**src/rtl/ifu_pkg.sv**
```systemverilog
// Shared types and constants for the instruction fetch stage.
package ifu_pkg;

  typedef enum logic [1:0] {
    IDLE  = 2'd0,
    REQ   = 2'd1,
    HOLD  = 2'd2,
    FAULT = 2'd3
  } ifu_state_t;

  localparam logic [31:0] IFU_NOP     = 32'h0000_0013;
  localparam logic [31:0] IFU_PC_STEP = 32'd4;

  // Instruction addresses must be word aligned.
  function automatic logic ifu_misaligned(input logic [31:0] addr);
    return addr[1:0] != 2'b00;
  endfunction

endpackage

```
**src/rtl/ifu_timeout_counter.sv**
```systemverilog
// Counts consecutive request cycles without a response; flags the last allowed cycle.
module ifu_timeout_counter #(
  parameter int unsigned TIMEOUT_CYCLES = 255,
  parameter int unsigned TIMEOUT_W      = 8
) (
  input  logic clk,
  input  logic rst_n,
  input  logic clear,
  input  logic enable,
  output logic expired
);

  localparam logic [TIMEOUT_W-1:0] LAST = TIMEOUT_W'(TIMEOUT_CYCLES - 1);

  logic [TIMEOUT_W-1:0] count;

  // Cycle counter: clear has priority over counting.
  always_ff @(posedge clk or negedge rst_n) begin
    if (!rst_n) begin
      count <= '0;
    end else if (clear) begin
      count <= '0;
    end else if (enable) begin
      count <= count + 1'b1;
    end
  end

  // Current cycle is the TIMEOUT_CYCLES-th request cycle without a response.
  always_comb begin
    expired = enable && !clear && (count == LAST);
  end

endmodule

```
**src/rtl/ifu_fetch.sv**
```systemverilog
// Instruction fetch stage: owns the PC, keeps one outstanding imem read,
// holds the fetched word for decode and applies CU redirects.
module ifu_fetch
  import ifu_pkg::*;
#(
  parameter logic [31:0] RESET_PC       = 32'h0000_0000,
  parameter int unsigned TIMEOUT_CYCLES = 255,
  parameter int unsigned TIMEOUT_W      = 8
) (
  input  logic        soc_clk,
  input  logic        reset,
  input  logic        fetch_en,
  output logic        imem_req,
  output logic [31:0] imem_addr,
  input  logic [31:0] imem_rdata,
  input  logic        imem_rvalid,
  output logic [31:0] instruction,
  output logic        Fetch_ready,
  input  logic        IDU_ready,
  output logic [31:0] pc_out,
  input  logic        redirect_valid,
  input  logic [31:0] redirect_pc,
  output logic        fetch_fault
);

  ifu_state_t  state;
  logic [31:0] pc;
  logic        discard;
  logic        timer_clear;
  logic        timer_en;
  logic        expired;
  logic        redirect_bad;
  logic [31:0] next_pc;

  // Timer runs only in REQ; leaving REQ or any response restarts it.
  always_comb begin
    timer_en     = (state == REQ);
    timer_clear  = (state != REQ) || imem_rvalid;
    redirect_bad = redirect_valid && ifu_misaligned(redirect_pc);
    next_pc      = redirect_valid ? redirect_pc : (pc + IFU_PC_STEP);
  end

  ifu_timeout_counter #(
    .TIMEOUT_CYCLES(TIMEOUT_CYCLES),
    .TIMEOUT_W     (TIMEOUT_W)
  ) u_timeout (
    .clk    (soc_clk),
    .rst_n  (reset),
    .clear  (timer_clear),
    .enable (timer_en),
    .expired(expired)
  );

  // Fetch FSM with registered request, hold and fault outputs.
  always_ff @(posedge soc_clk or negedge reset) begin
    if (!reset) begin
      state       <= IDLE;
      pc          <= RESET_PC;
      imem_addr   <= RESET_PC;
      imem_req    <= 1'b0;
      instruction <= IFU_NOP;
      Fetch_ready <= 1'b0;
      pc_out      <= RESET_PC;
      fetch_fault <= 1'b0;
      discard     <= 1'b0;
    end else begin
      case (state)
        IDLE: begin
          if (redirect_bad) begin
            state       <= FAULT;
            fetch_fault <= 1'b1;
          end else begin
            if (redirect_valid) pc <= redirect_pc;
            if (fetch_en) begin
              imem_addr <= redirect_valid ? redirect_pc : pc;
              imem_req  <= 1'b1;
              state     <= REQ;
            end
          end
        end

        REQ: begin
          if (redirect_bad) begin
            state       <= FAULT;
            imem_req    <= 1'b0;
            fetch_fault <= 1'b1;
            discard     <= 1'b0;
          end else if (imem_rvalid) begin
            if (redirect_valid) begin
              // Response arrived for the superseded address: reissue at target.
              pc        <= redirect_pc;
              imem_addr <= redirect_pc;
              discard   <= 1'b0;
            end else if (discard) begin
              // Stale response for a pre-redirect request; pc already holds the target.
              imem_addr <= pc;
              discard   <= 1'b0;
            end else begin
              instruction <= imem_rdata;
              pc_out      <= imem_addr;
              Fetch_ready <= 1'b1;
              imem_req    <= 1'b0;
              state       <= HOLD;
            end
          end else if (expired) begin
            state       <= FAULT;
            imem_req    <= 1'b0;
            fetch_fault <= 1'b1;
            discard     <= 1'b0;
          end else if (redirect_valid) begin
            // Request stays on the bus with its old address until it completes.
            pc      <= redirect_pc;
            discard <= 1'b1;
          end
        end

        HOLD: begin
          if (redirect_bad) begin
            state       <= FAULT;
            Fetch_ready <= 1'b0;
            fetch_fault <= 1'b1;
          end else if (redirect_valid || IDU_ready) begin
            // Redirect wins over a simultaneous handshake; the held word is dropped.
            Fetch_ready <= 1'b0;
            pc          <= next_pc;
            if (fetch_en) begin
              imem_addr <= next_pc;
              imem_req  <= 1'b1;
              state     <= REQ;
            end else begin
              state <= IDLE;
            end
          end
        end

        default: begin
          state       <= FAULT;
          imem_req    <= 1'b0;
          Fetch_ready <= 1'b0;
          fetch_fault <= 1'b1;
        end
      endcase
    end
  end

endmodule

```
**config.mk**
```make
export PLATFORM = sky130hd
export DESIGN_NAME = ifu_fetch
export DESIGN_NICKNAME = d
export VERILOG_FILES = /design/src/rtl/ifu_pkg.sv /design/src/rtl/ifu_timeout_counter.sv /design/src/rtl/ifu_fetch.sv
export SDC_FILE = /design/constraint.sdc
export NUM_CORES = 1
export LEC_CHECK = 0
export CAP_MARGIN = 10
export CORE_MARGIN = 3
export CORE_UTILIZATION = 35
export DETAILED_ROUTE_END_ITERATION = 10
export SLEW_MARGIN = 10
export SYNTH_ARGS = -nofsm -noshare
export SYNTH_HDL_FRONTEND = slang
export SYNTH_SLANG_ARGS = --single-unit
export TNS_END_PERCENT = 30
```
**constraint.sdc**
```tcl
create_clock -name soc_clk -period 3.1 [get_ports soc_clk]
set_input_delay 0.465 -clock soc_clk [delete_from_list [all_inputs] [get_ports soc_clk]]
set_output_delay 0.465 -clock soc_clk [all_outputs]
set_load 0.01 [all_outputs]
```
---- Word level (Yosys, flattened, before mapping) ----
Cells that the tools add are included.
cells by class
  equal/unequal tests ..................... 23
  bitwise gates (word level) .............. 4
  multiplexer cells ....................... 58
  reductions and logical operators ........ 20
  add/subtract/negate cells ............... 2
operator list
  operator                                                                 number
  32-bit two-way mux                                                       17
  32-bit one-hot mux with 3 select lines                                   2
  32-bit by 3-bit adder with 32-bit output, second input constant          1
  1-bit two-way mux                                                        24
  2-bit two-way mux                                                        9
  2-bit inequality test, second input constant                             9
  3-bit inequality test, second input constant                             6
  6-bit AND reduction                                                      3
  8-bit two-way mux                                                        2
  4-bit inequality test, second input constant                             3
  5-bit AND reduction                                                      2
  9-bit AND reduction                                                      1
  8-bit by 1-bit adder with 8-bit output, second input constant            1
  8-bit equality test, second input constant                               1
  1-bit one-hot mux with 3 select lines                                    2
  2-bit one-hot mux with 3 select lines                                    1
  2-bit by 1-bit inequality test with 1-bit output, second input constant  2
  1-bit inverter                                                           4
  2-bit nonzero test                                                       2
  4-bit nonzero test                                                       1
  1-bit logical AND                                                        3
  3-bit AND reduction                                                      1
  3-bit nonzero test                                                       1
  2-bit by 1-bit equality test with 1-bit output, second input constant    1
  other kinds (7)                                                          8
word-level totals
  input port bits ......................... 70
  flip-flop bits (word level) ............. 142
  output and inout bits ................... 99
  word-level logic and storage cells ...... 117

---- Depth between registers and ports, before layout ----
  word-level depth ........................ 9
  mapped depth ............................ 8

---- Hierarchy ----
A second synthesis with hierarchy kept.
unflattened totals
  cell total of the unflattened synthesis .. 663
  area, all modules ....................... 6,982.9 um^2
by module, submodules not included
  module               cells an instance  times used  sequential area each (um^2)  area each (um^2)
  ifu_fetch            622                1           3,357.0                      6,570.1
  ifu_timeout_counter  41                 1           200.2                        412.9

---- Worst setup path before layout ----
OpenSTA, ideal clock, no wires.
  kind .................................... input-to-reg
  start point ............................. in redirect_valid
  end point ............................... reg imem_addr[21]
  buffers on the path ..................... 0
  stages .................................. 5
  arrival time ............................ 2,111 ps
  setup slack ............................. 907 ps
  path through ............................ or3b_4 > or4_4 > nor3_1 > mux2_2 > o21ai_0
between the ends
  word-level cells in the longest chain between the ends .. 5
  elaborated cells on any way between the ends .. 19
ends and longest elaborated chain
  item                                    line              RTL
  start: declaration                      ifu_fetch.sv:21   input logic redirect_valid,
  32-bit two-way mux                      ifu_fetch.sv:40   next_pc = redirect_valid ? redirect_pc : (pc + IFU_PC_STEP);
  32-bit two-way mux                      ifu_fetch.sv:126  if (fetch_en) begin
  32-bit two-way mux                      ifu_fetch.sv:122  end else if (redirect_valid || IDU_ready) begin
  32-bit two-way mux                      ifu_fetch.sv:118  if (redirect_bad) begin
  32-bit one-hot mux with 3 select lines  ifu_fetch.sv:67   case (state)
  end signal: assignment                  ifu_fetch.sv:75   imem_addr <= redirect_valid ? redirect_pc : pc;
  end signal: assignment                  ifu_fetch.sv:92   imem_addr <= redirect_pc;
  end signal: assignment                  ifu_fetch.sv:127  imem_addr <= next_pc;
  end: declaration                        ifu_fetch.sv:14   output logic [31:0] imem_addr,
Several ways; a longest one is shown, not always the timed one. The select of a mux whose other input is x is not followed.
A chain may end at the register's enable or synchronous reset.

---- Worst setup path in the final report ----
  start point ............................. reg state[0]
  end point ............................... reg pc[11]
between the ends
  word-level cells in the longest chain between the ends .. 7
  elaborated cells on any way between the ends .. 16
ends and longest elaborated chain
  item                                              line                       RTL
  start: declaration                                ifu_fetch.sv:26            ifu_state_t state;
  start signal: assignment                          ifu_fetch.sv:57            state <= IDLE;
  start signal: assignment                          ifu_fetch.sv:70            state <= FAULT;
  start signal: assignment                          ifu_fetch.sv:77            state <= REQ;
  2-bit by 1-bit inequality test with 1-bit output  ifu_fetch.sv:38            timer_clear = (state != REQ) || imem_rvalid;
  1-bit logical OR                                  ifu_fetch.sv:38
  1-bit zero test                                   ifu_timeout_counter.sv:30  expired = enable && !clear && (count == LAST);
  1-bit logical AND (2 in a row)                    ifu_timeout_counter.sv:30
  3-bit inequality test (no source line)            --
  6-bit AND reduction (no source line)              --
  end signal: assignment                            ifu_fetch.sv:73            if (redirect_valid) pc <= redirect_pc;
  end signal: assignment                            ifu_fetch.sv:91            pc <= redirect_pc;
  end signal: assignment                            ifu_fetch.sv:112           pc <= redirect_pc;
  end: declaration                                  ifu_fetch.sv:27            logic [31:0] pc;
Several ways; a longest one is shown, not always the timed one.

==> summary.txt <==
GRT
  – Total GRT Usage: 17.46%
  – First-pass GRT wire length: 30170 µm
  – Largest net degree at the start of global routing: 74
  – Antenna violations before repair: 0
  – Total gr overflow: 0
  – Vias in the first global route: 5686

Synth
  – Post-Syn Area: 0.006843 mm²
  – Most numerous cell in the Yosys netlist: dfrtp_1
  – Top FF cell, synth: dfrtp_1
  – Leading cell types by count after synthesis: 139 x dfrtp_1, 77 x mux2_2, 63 x nand2_1, 48 x o21ai_0, 40 x nor2_1
  – Cell taking the most area after synthesis: dfrtp_1
  – Synthesis-stage register bit count: 142
  – Post-synthesis async set-or-reset flop share: 100.0%
  – Post-synthesis sequential area ratio: 51.98%
  – Synthesis warning total: 0
  – Yosys top cell area share: 50.83%
  – EDFF count, synth: 0
  – Post-synthesis cell count: 638
  – Top post-synthesis cells by area: dfrtp_1 51%, mux2_2 13%, o21ai_0 3.5%
  – Net count after synthesis: 711
  – Cell variety after synth: 62
  – Avg Inst Size Synth: 10.73 µm²

Timing
  – Setup_tns: 0 ps
  – Endpoints failing hold: 0
  – Slew margin rel.: 51.97%
  – Final hold slack: 88.32 ps
  – Layout Skew: 8.879 ps
  – Final Max Slew Viols: 0
  – Final Setup Violations: 0
  – Worst slew pin tran: 715.0 ps
  – Min Tclk post-route: 2455 ps
  – RSZ-0062 raised after global routing: false
  – Final period util: 79.18%
  – Peak Freq: 0.4074 GHz

Power and ir drop
  – Maximum vdd ir drop: 0.4072 mV
  – PwrDens: 688.3 mW/mm²
  – Pwr Total: 6.543 mW
  – Leak: 4.135 nW

Drt
  – Drt first-iter violations: 325
  – WL final: 18410 µm
  – DRT Pass-1 Iters: 5
  – Via Count: 5571
  – Vias per cell: 5.144
  – Antenna-violating nets left: 0
  – DRC Markers: 0
  – Routed WL per cell: 17.00 µm

Die
  – Cell row count: 50
  – Core area: 0.01896 mm²
  – Chip height: 145.8 µm
  – Starting density of the core: 36.10%
  – Die width: 145.8 µm
  – Die area: 0.02126 mm²
  – # IOs: 169

Clock network
  – Clock latency on the worst-skew pair: 410 ps
  – CTS Buf Count: 17
  – Worst-case clock buffer depth: 2
  – Setup bufs post-CTS: 0
  – Reg clk slew, reported paths: 60 ps
  – Hold buffer count at CTS: 0
  – H-tree Lvls: 4
  – Cts repair resizes: 0
  – Clk sinks: 142
  – CTS root buf: clkbuf_16
  – TritonCTS clock tree: yes

Setup path
  – Worst path arrival time: 2770 ps
  – Worst Setup End Kind: flip-flop
  – Critical path type: flip-flop to flip-flop
  – CP Data Required Time: 3420 ps
  – Crit path max fanout: 31
  – Critical path launch point type: flip-flop

Hold path
  – Worst hold path class: input port to asynchronous set/reset pin

Placed design
  – Area of placed instances: 0.008850 mm²
  – Hpwl dp: 13210 µm
  – Port bufs: 168
  – Gpl congestion: 0.8628

Finish
  – # fillers: 1754
  – Layout cells sized above 1: 17.01%
  – Synthesis-to-finish area growth: 38.93%
  – Final nets: 883
  – # diodes: 0
  – Non-Filler Cell Area, Final: 0.009507 mm²
  – Final design utilization: 50.15%

Run status
  – Status: finished clean

Run
  – Max capacitance violation total: 0
==> worst max-delay path, cell delays in order (launching register included) <==
cell and delay, ps:
dfrtp_1 470, buf_4 220, or3b_1 370, or4_4 560, nand2_4 320, buf_4 220
o21ai_0 100, o31ai_1 80
==> where the power goes <==
| part | total (mW) | internal, mW | switching, mW |
|---|---|---|---|
| Sequential | 2.68 | 2.30 | 0.386 |
| Combinational | 1.59 | 0.936 | 0.657 |
| Clock | 2.27 | 1.49 | 0.773 |
| Total | 6.54 | 4.73 | 1.82 |
==> stage by stage <==
stage                     std cells  setup slack (ps)
final                          1083             645.3
after detailed placement       1051             358.8
after CTS                      1083             666.0
after global routing           1083             469.1
after floorplan                 638             906.8
after global placement         1051             398.0
==> flip-flops by register name, indices dropped and copies added, names as in the netlist <==
signal           count
discard              1
imem_req             1
pc_out              32
u_timeout.count      8
fetch_fault          1
pc                  32
state                2
instruction         32
imem_addr           32
Fetch_ready          1
==> metal layers <==
| metal | share of wire (%) | global-route usage [%] |
|---|---|---|
| met3 | 5.6 | 4.017 |
| met1 | 45 | 22.90 |
| met4 | 1.7 | 5.793 |
| met5 | 0 | 0 |
| met2 | 48 | 28.66 |
==> logic make-up (layout without fill, tap and decap cells) <==
| group | Yosys count | after routing | share of synthesized area [%] |
|---|---|---|---|
| simple gates | 194 | 194 | 14.57 |
| compound gates | 145 | 145 | 13.33 |
| flops | 142 | 142 | 51.98 |
| mux | 93 | 93 | 15.01 |
| buf+inv | 50 | 235 | 3.145 |
| xor+xnor | 11 | 11 | 1.408 |
| fa+ha+maj | 3 | 3 | 0.5486 |
==> worst paths after layout <==
check	startpoint	cells past startpoint	to	slack (ps)
hold / removal	reset	1	pc_out[20]	90
setup / recovery	state[0]	7	pc[11]	650
hold reg to reg	fetch_fault	1	fetch_fault	490
max in group asynchronous	reset	2	u_timeout.count[5]	2220
setup reg to reg	state[0]	7	pc[11]	650
min in group soc_clk	redirect_valid	3	discard	470
==> cells in the final DEF (no fill, tap or decap), drive strengths merged, types with 17 or more instances in the layout <==
cell type,n
clkdlybuf4s50,166
dfrtp,139
mux2,77
nand2,64
o21ai,54
nor2,40
a21oi,27
clkbuf,22
buf,20
inv,17
==> final cells by class <==
type | count | area [µm²] | share of cell area (%)
repair buffers | 186 | 1826 | 19.20
flip-flops and latches | 142 | 3557 | 37.42
inverters | 17 | 63.81 | 0.6712
clock buffers | 22 | 474.2 | 4.988
clock inverters | 10 | 182.7 | 1.922
multi-input cells | 446 | 3078 | 32.38
well taps | 260 | 325.3 | 3.422
(Power assumes the default switching activity.)
